<file path="src/rtl/vga_frame_reader.sv">
`default_nettype none
// ============================================================================
// Module   : vga_frame_reader
// Purpose  : Frame-buffer read controller; generates VGA timing from a pixel
//            tick, fetches pixels over port B and drives aligned VGA pins.
// Revision : 1.0 - initial release
// ============================================================================
module vga_frame_reader #(
    parameter int C_IMG_COLS    = 640,
    parameter int C_IMG_ROWS    = 480,
    parameter int C_NB_IMG_PXLS = 19,
    parameter int C_NB_BUF      = 12,
    parameter int C_CLK_DIV     = 4,
    parameter int C_H_VISIBLE   = 640,
    parameter int C_H_FRONT     = 16,
    parameter int C_H_SYNC      = 96,
    parameter int C_H_BACK      = 48,
    parameter int C_V_VISIBLE   = 480,
    parameter int C_V_FRONT     = 10,
    parameter int C_V_SYNC      = 2,
    parameter int C_V_BACK      = 33
) (
    input  logic                     clk,
    input  logic                     rst,
    output logic [C_NB_IMG_PXLS-1:0] addrb,
    input  logic [C_NB_BUF-1:0]      doutb,
    output logic [3:0]               vga_red,
    output logic [3:0]               vga_green,
    output logic [3:0]               vga_blue,
    output logic                     vga_hsync,
    output logic                     vga_vsync,
    output logic                     visible,
    output logic                     frame_start
);

    localparam int c_h_total = C_H_VISIBLE + C_H_FRONT + C_H_SYNC + C_H_BACK;
    localparam int c_v_total = C_V_VISIBLE + C_V_FRONT + C_V_SYNC + C_V_BACK;
    localparam int c_hw      = $clog2(c_h_total);
    localparam int c_vw      = $clog2(c_v_total);
    localparam int c_dw      = (C_CLK_DIV > 1) ? $clog2(C_CLK_DIV) : 1;

    localparam logic [c_dw-1:0] c_div_last = c_dw'(C_CLK_DIV - 1);
    localparam logic [c_hw-1:0] c_h_last   = c_hw'(c_h_total - 1);
    localparam logic [c_vw-1:0] c_v_last   = c_vw'(c_v_total - 1);
    localparam logic [c_hw-1:0] c_h_vis    = c_hw'(C_H_VISIBLE);
    localparam logic [c_vw-1:0] c_v_vis    = c_vw'(C_V_VISIBLE);
    localparam logic [c_hw-1:0] c_h_img    = c_hw'(C_IMG_COLS);
    localparam logic [c_vw-1:0] c_v_img    = c_vw'(C_IMG_ROWS);
    localparam logic [c_hw-1:0] c_hs_first = c_hw'(C_H_VISIBLE + C_H_FRONT);
    localparam logic [c_hw-1:0] c_hs_last  = c_hw'(C_H_VISIBLE + C_H_FRONT + C_H_SYNC - 1);
    localparam logic [c_vw-1:0] c_vs_first = c_vw'(C_V_VISIBLE + C_V_FRONT);
    localparam logic [c_vw-1:0] c_vs_last  = c_vw'(C_V_VISIBLE + C_V_FRONT + C_V_SYNC - 1);

    logic [c_dw-1:0]          r_div_cnt;
    logic [c_hw-1:0]          r_h_cnt;
    logic [c_vw-1:0]          r_v_cnt;
    logic                     r_upd;
    logic [C_NB_IMG_PXLS-1:0] r_addrb;
    logic [C_NB_BUF-1:0]      r_rgb;
    logic                     r_hsync;
    logic                     r_vsync;
    logic                     r_visible;
    logic                     r_frame_start;

    logic w_tick;
    logic w_origin;
    logic w_in_img;
    logic w_in_vis;
    logic w_hs_active;
    logic w_vs_active;

    assign w_tick      = (r_div_cnt == c_div_last);
    assign w_origin    = (r_h_cnt == '0) && (r_v_cnt == '0);
    assign w_in_img    = (r_h_cnt < c_h_img) && (r_v_cnt < c_v_img);
    assign w_in_vis    = (r_h_cnt < c_h_vis) && (r_v_cnt < c_v_vis);
    assign w_hs_active = (r_h_cnt >= c_hs_first) && (r_h_cnt <= c_hs_last);
    assign w_vs_active = (r_v_cnt >= c_vs_first) && (r_v_cnt <= c_vs_last);

    always_ff @(posedge clk) begin
        if (rst) begin
            r_div_cnt <= '0;
        end else if (w_tick) begin
            r_div_cnt <= '0;
        end else begin
            r_div_cnt <= r_div_cnt + 1'b1;
        end
    end

    always_ff @(posedge clk) begin
        if (rst) begin
            r_h_cnt <= '0;
            r_v_cnt <= '0;
        end else if (w_tick) begin
            if (r_h_cnt == c_h_last) begin
                r_h_cnt <= '0;
                r_v_cnt <= (r_v_cnt == c_v_last) ? '0 : r_v_cnt + 1'b1;
            end else begin
                r_h_cnt <= r_h_cnt + 1'b1;
            end
        end
    end

    // In-image pixels are visited in raster order, so the address of each one
    // is simply the previous in-image address plus one; outside the image the
    // last address is held, which keeps addrb inside the buffer.
    always_ff @(posedge clk) begin
        if (rst) begin
            r_upd   <= 1'b0;
            r_addrb <= '0;
        end else begin
            r_upd <= w_tick;
            if (r_upd) begin
                if (w_origin) begin
                    r_addrb <= '0;
                end else if (w_in_img) begin
                    r_addrb <= r_addrb + 1'b1;
                end
            end
        end
    end

    // Sampled on the tick that leaves a pixel: doutb for that pixel has been
    // stable since two clocks after the counters moved onto it.
    always_ff @(posedge clk) begin
        if (rst) begin
            r_rgb         <= '0;
            r_hsync       <= 1'b1;
            r_vsync       <= 1'b1;
            r_visible     <= 1'b0;
            r_frame_start <= 1'b0;
        end else begin
            r_frame_start <= w_tick && w_origin;
            if (w_tick) begin
                r_visible <= w_in_vis;
                r_rgb     <= (w_in_vis && w_in_img) ? doutb : '0;
                r_hsync   <= ~w_hs_active;
                r_vsync   <= ~w_vs_active;
            end
        end
    end

    assign addrb       = r_addrb;
    assign vga_red     = r_rgb[11:8];
    assign vga_green   = r_rgb[7:4];
    assign vga_blue    = r_rgb[3:0];
    assign vga_hsync   = r_hsync;
    assign vga_vsync   = r_vsync;
    assign visible     = r_visible;
    assign frame_start = r_frame_start;

endmodule
`default_nettype wire

</file>
<file path="config.mk">
export PLATFORM = sky130hd
export DESIGN_NAME = vga_frame_reader
export DESIGN_NICKNAME = d
export VERILOG_FILES = /design/src/rtl/vga_frame_reader.sv
export SDC_FILE = /design/constraint.sdc
export NUM_CORES = 1
export LEC_CHECK = 0
export CORE_MARGIN = 2
export CORE_UTILIZATION = 55
export CTS_CLUSTER_DIAMETER = 150
export CTS_CLUSTER_SIZE = 10
export DETAILED_ROUTE_END_ITERATION = 8
export PLACE_DENSITY_LB_ADDON = 0.3
export SYNTH_ARGS = -nofsm -noshare
export SYNTH_HDL_FRONTEND = slang
export SYNTH_SLANG_ARGS = --single-unit
</file>
<file path="constraint.sdc">
create_clock -name clk -period 3.1 [get_ports clk]
set_input_delay 0.93 -clock clk [delete_from_list [all_inputs] [get_ports clk]]
set_output_delay 0.93 -clock clk [all_outputs]
set_load 0.005 [all_outputs]
</file>
Word level (Yosys, flattened, before mapping)
Index checks and enable logic that the tools add are counted.
{ "word_totals": {"reg_bits": 58, "in_bits": 14, "output_inout_bits": 35, "word_cells": 41} }
{ "op_classes": {"addsub": 4, "n_lt_le_gt_ge": 6, "n_eq_ne": 3, "muxes": 5, "bitwise_logic": 2, "n_reduce_logical": 11} }
{ "ops": {"columns": ["op", "n"], "rows": [
  ["$mux 19", 2],
  ["$add 10x1->10 const B", 2],
  ["$eq 10x10->1 const B", 2],
  ["$logic_not 10->1", 2],
  ["$mux 10", 2],
  ["$add 19x1->19 const B", 1],
  ["$mux 12", 1],
  ["$ge 10x10->1 const B", 1],
  ["$ge 10x9->1 const B", 1],
  ["$le 10x10->1 const B", 1],
  ["$le 10x9->1 const B", 1],
  ["$lt 10x10->1 const B", 1],
  ["$lt 10x9->1 const B", 1],
  ["$logic_and 1x1->1", 5],
  ["$reduce_and 2->1", 2],
  ["$add 2x1->2 const B", 1],
  ["$eq 2x2->1 const B", 1],
  ["$not 1->1", 2],
  ["$reduce_bool 2->1", 1],
  ["$reduce_or 2->1", 1]
]} }

Depth between registers and ports, before layout
{ "logic_depth": {"depth_word": 4, "ltp_mapped": 8, "ltp_nobuf": 6} }

Worst setup path before layout
Ideal clock, no wire load.
{ "synth_timing": {"path_kind": "input to register", "from": "input port rst", "to": "register r_rgb[10]", "setup_ps": 60, "t_arrival_ps": 1996, "required_ps": 3040, "path_slack_ps": 1045, "stages": 5, "n_path_buf": 2, "path_cell_list": "buf_6 > nand2b_1 > nor3_1 > clkbuf_1 > a22o_1"} }
{ "synth_lines": {"columns": ["item", "line_no", "text"], "rows": [
  ["start, declared", "24", "input logic rst,"],
  ["end signal, assigned", "135", "r_rgb <= (w_in_vis && w_in_img) ? doutb : '0;"],
  ["end, declared", "59", "logic [C_NB_BUF-1:0] r_rgb;"]
]} }

Worst setup path in the final report
{ "layout_timing": {"from": "register r_div_cnt[0]", "to": "register r_v_cnt[6]"} }
{ "layout_via": {"elab_chain_cells": 2} }
{ "layout_rtl": {"columns": ["item", "line_no", "text"], "rows": [
  ["start, declared", "54", "logic [c_dw-1:0] r_div_cnt;"],
  ["start signal, assigned", "85", "r_div_cnt <= r_div_cnt + 1'b1;"],
  ["$eq 2x2->1", "72", "assign w_tick = (r_div_cnt == c_div_last);"],
  ["via w_tick", "65", "logic w_tick;"],
  ["$reduce_and 2->1 (no line)", null, null],
  ["end signal, assigned", "96", "r_v_cnt <= (r_v_cnt == c_v_last) ? '0 : r_v_cnt + 1'b1;"],
  ["end, declared", "56", "logic [c_vw-1:0] r_v_cnt;"]
]} }
The timed path passes the listed nets, and every way through them passes these cells.
A chain may end at the register's enable or synchronous reset.

==> key figures <==
Worst hold path
  – Worst Hold Class: flop to flop
  – HP Start: r_div_cnt[0]$_SDFF_PP0_

Power and ir drop
  – Int Power: 1190 µW
  – Logic pwr share: 5.1%
  – Switching share of power: 22.4%
  – P_sw: 345 µW
  – Clock share of power: 45.1%
  – Lkg Pwr: 0.00111 µW
  – PD cells: 467 nW/µm²
  – Register share of total power: 49.9%
  – Max VDD drop: 0.371 mV

Synth
  – Cell taking the most area after synthesis: dfxtp_1
  – Synth Cell Area: 2580 µm²
  – Most common cell in the netlist: dfxtp_1
  – Most frequent cells after synthesis: dfxtp_1 (58), a21oi_1 (21), or4_1 (17)
  – Yosys top cell area share: 45.0%
  – Ys async rst share: 0%
  – Post-synth net total: 300
  – Post-synthesis cell count: 280
  – Yosys reg bits: 58
  – Yosys warns: 0
  – Yosys cell types: 42
  – Mean post-synth cell area: 9.22 µm²
  – Ys flop type: dfxtp_1
  – EDFF count, synth: 0
  – Sequential fraction of the synthesis area: 45.0%
  – Synth top area cells: dfxtp_1 (45%), or4_1 (4.9%), a22o_1 (4.4%)

Finish
  – Fill count: 339
  – Nets: 351
  – Multi-input gate area: 1320 µm²
  – Sequential cell area: 1160 µm²
  – Layout area overhead: 27.5%
  – Ant diodes: 0
  – Final Cell Area: 3290 µm²
  – Share of cells above drive strength 1: 8.33%

Global route
  – Largest net degree at the start of global routing: 21
  – Initial antenna violation count: 0
  – Global-route wire length before repair: 9.98 mm
  – GR Overflow Total: 0
  – Vias in the first global route: 2173
  – Gr usage total: 24.4%

CTS
  – Worst-path clk slew: 0.07 ns
  – Total CTS buffers: 9
  – Clk root buf: clkbuf_8
  – Longest Clk Path Bufs: 2
  – Worst-Skew Late Latency: 0.34 ns
  – # hold bufs at CTS: 0
  – H-tree depth: 3
  – CTS tree: done
  – Total setup buffers inserted after CTS: 0
  – Post-CTS Resized: 0
  – CTS Sinks: 58

Detailed routing
  – Total wire length: 5.90 mm
  – WL per Instance: 15.2 µm
  – Post-route DRC violation count: 0
  – Initial drt markers: 240
  – Number of detailed-route iterations in the first pass: 4
  – Via density: 6.23
  – Vias post-DR: 2419
  – DRT antenna net count: 0

STA
  – Tmin final: 2.45 ns
  – Skew final: 0.00572 ns
  – Final hold vios: 0
  – Fin Setup TNS: 0 ns
  – Fin crit share: 79.0%
  – RSZ-0062 raised after global routing: no
  – Max-slew headroom: 38.0%
  – Final Setup Violations: 0
  – Worst Tran Pin Value: 0.927 ns
  – Max Clock Freq: 0.408 GHz
  – Final Slew Violations: 0

Die
  – Initial Util: 58.1%
  – Die height: 72.5 µm
  – IO Count: 49
  – Die width: 72.5 µm
  – CORE AREA: 4440 µm²
  – FP Rows: 24
  – DIE AREA: 5260 µm²

Critical path
  – Crit. Startpoint: r_div_cnt[0]$_SDFF_PP0_
  – CP max FO: 11
  – CP Class: flop to flop
  – Crit end category: flop
  – CP startpoint kind: flop
  – CP arrival: 2.71 ns
  – CP Data Required Time: 3.36 ns
  – R2R Path Start: r_div_cnt[0]$_SDFF_PP0_

Placed design
  – Port Buffers: 48
  – Dpl hpwl: 3.95 mm
  – Gpl congestion: 0.837
  – Placed cell area: 3090 µm²

Run
  – Max Cap Viol: 0

Outcome
  – Outcome: finished clean
## layout by cell type, fill, tap and decap left out, types with 2 or more instances in the layout
cell type         n
clkbuf_8         10
a21oi_1          21
and4_1            2
inv_1             9
o21ai_0           7
nor3_1           13
o31ai_1          14
clkdlybuf4s50_1  48
or4_1            17
and3_1            4
or3_1             5
nand2b_1          3
nand3_1          11
nand4_1          13
a21o_1            2
buf_4             4
xnor2_1           7
xor2_1            8
nand2_1          16
nor4_1            6
nor2_1           16
dfxtp_1          58
clkinvlp_4        3
a22o_1           13
ha_1              6
## final cells by class
class / instances / area share (%)
clock buffers: 10 / 4.18
multi-input cells: 201 / 40.0
flip-flops and latches: 58 / 35.3
repair buffers: 52 / 15.5
clock inverters: 6 / 2.01
well taps: 52 / 1.98
inverters: 9 / 1.03
## registers in the layout (all words and copies together), names as in the netlist
name         count
r_div_cnt        2
r_rgb           12
vga_vsync        1
r_h_cnt         10
addrb           19
vga_hsync        1
r_upd            1
frame_start      1
r_v_cnt         10
visible          1
## worst paths after layout
path	end	slack, ns	cells past startpoint
worst min register to register	r_div_cnt[0]$_SDFF_PP0_	0.43	1
worst max register to register	r_v_cnt[6]$_SDFFE_PP0P_	0.65	5
worst max-delay path	r_v_cnt[6]$_SDFFE_PP0P_	0.65	5
worst min-delay path	r_div_cnt[0]$_SDFF_PP0_	0.43	1
## critical path: stages, from the launching register on
cell and delay [ns]:
dfxtp_1 0.33, ha_1 0.39, nand2_1 0.24, or4_1 0.71, or4_1 0.55, a21oi_1 0.15
## per-stage QoR
stage | setup slack, ns | hold slack [ns] | util, % | std cells | total power (µW)
5_1_grt | 0.493 | 0.459 | 74.1 | 388 | 1600
3_3_place_gp | 0.504 | 0.419 | 69.5 | 372 | 860
6_report | 0.650 | 0.426 | 74.1 | 388 | 1540
3_5_place_dp | 0.431 | 0.420 | 69.5 | 372 | 862
4_1_cts | 0.667 | 0.430 | 74.1 | 388 | 1550
2_1_floorplan | 1.04 | 0.404 | - | 280 | 821
## power by group through the flow
stage	Sequential (µW)	Clock, µW	Combinational (µW)
2_1_floorplan	783	0	38.3
3_3_place_gp	784	0	75.5
3_5_place_dp	784	0	78.3
4_1_cts	767	708	78.3
5_1_grt	769	744	87.1
6_report	768	693	77.9
## layer usage
layer,up-vias,track usage (%),share of wire (%)
met5,-,0,0
met4,0,7.00,0.71
met3,4,9.17,6.8
met2,94,38.8,50
met1,1151,31.0,43
li1,1170,-,-
## logic make-up (layout without fill, tap and decap cells)
family	Yosys count	in the layout	synth area share, %
adders and majority gates	6	6	2.91
AOI/OAI and AO/OA	63	63	16.6
DFF	58	58	45.0
xor gates and xnor gates	15	15	5.09
buffers and inverters	21	77	3.97
and+or+nand+nor	115	115	25.6
muxes	2	2	0.824
No activity file was read; power rests on OpenSTA's default activity.
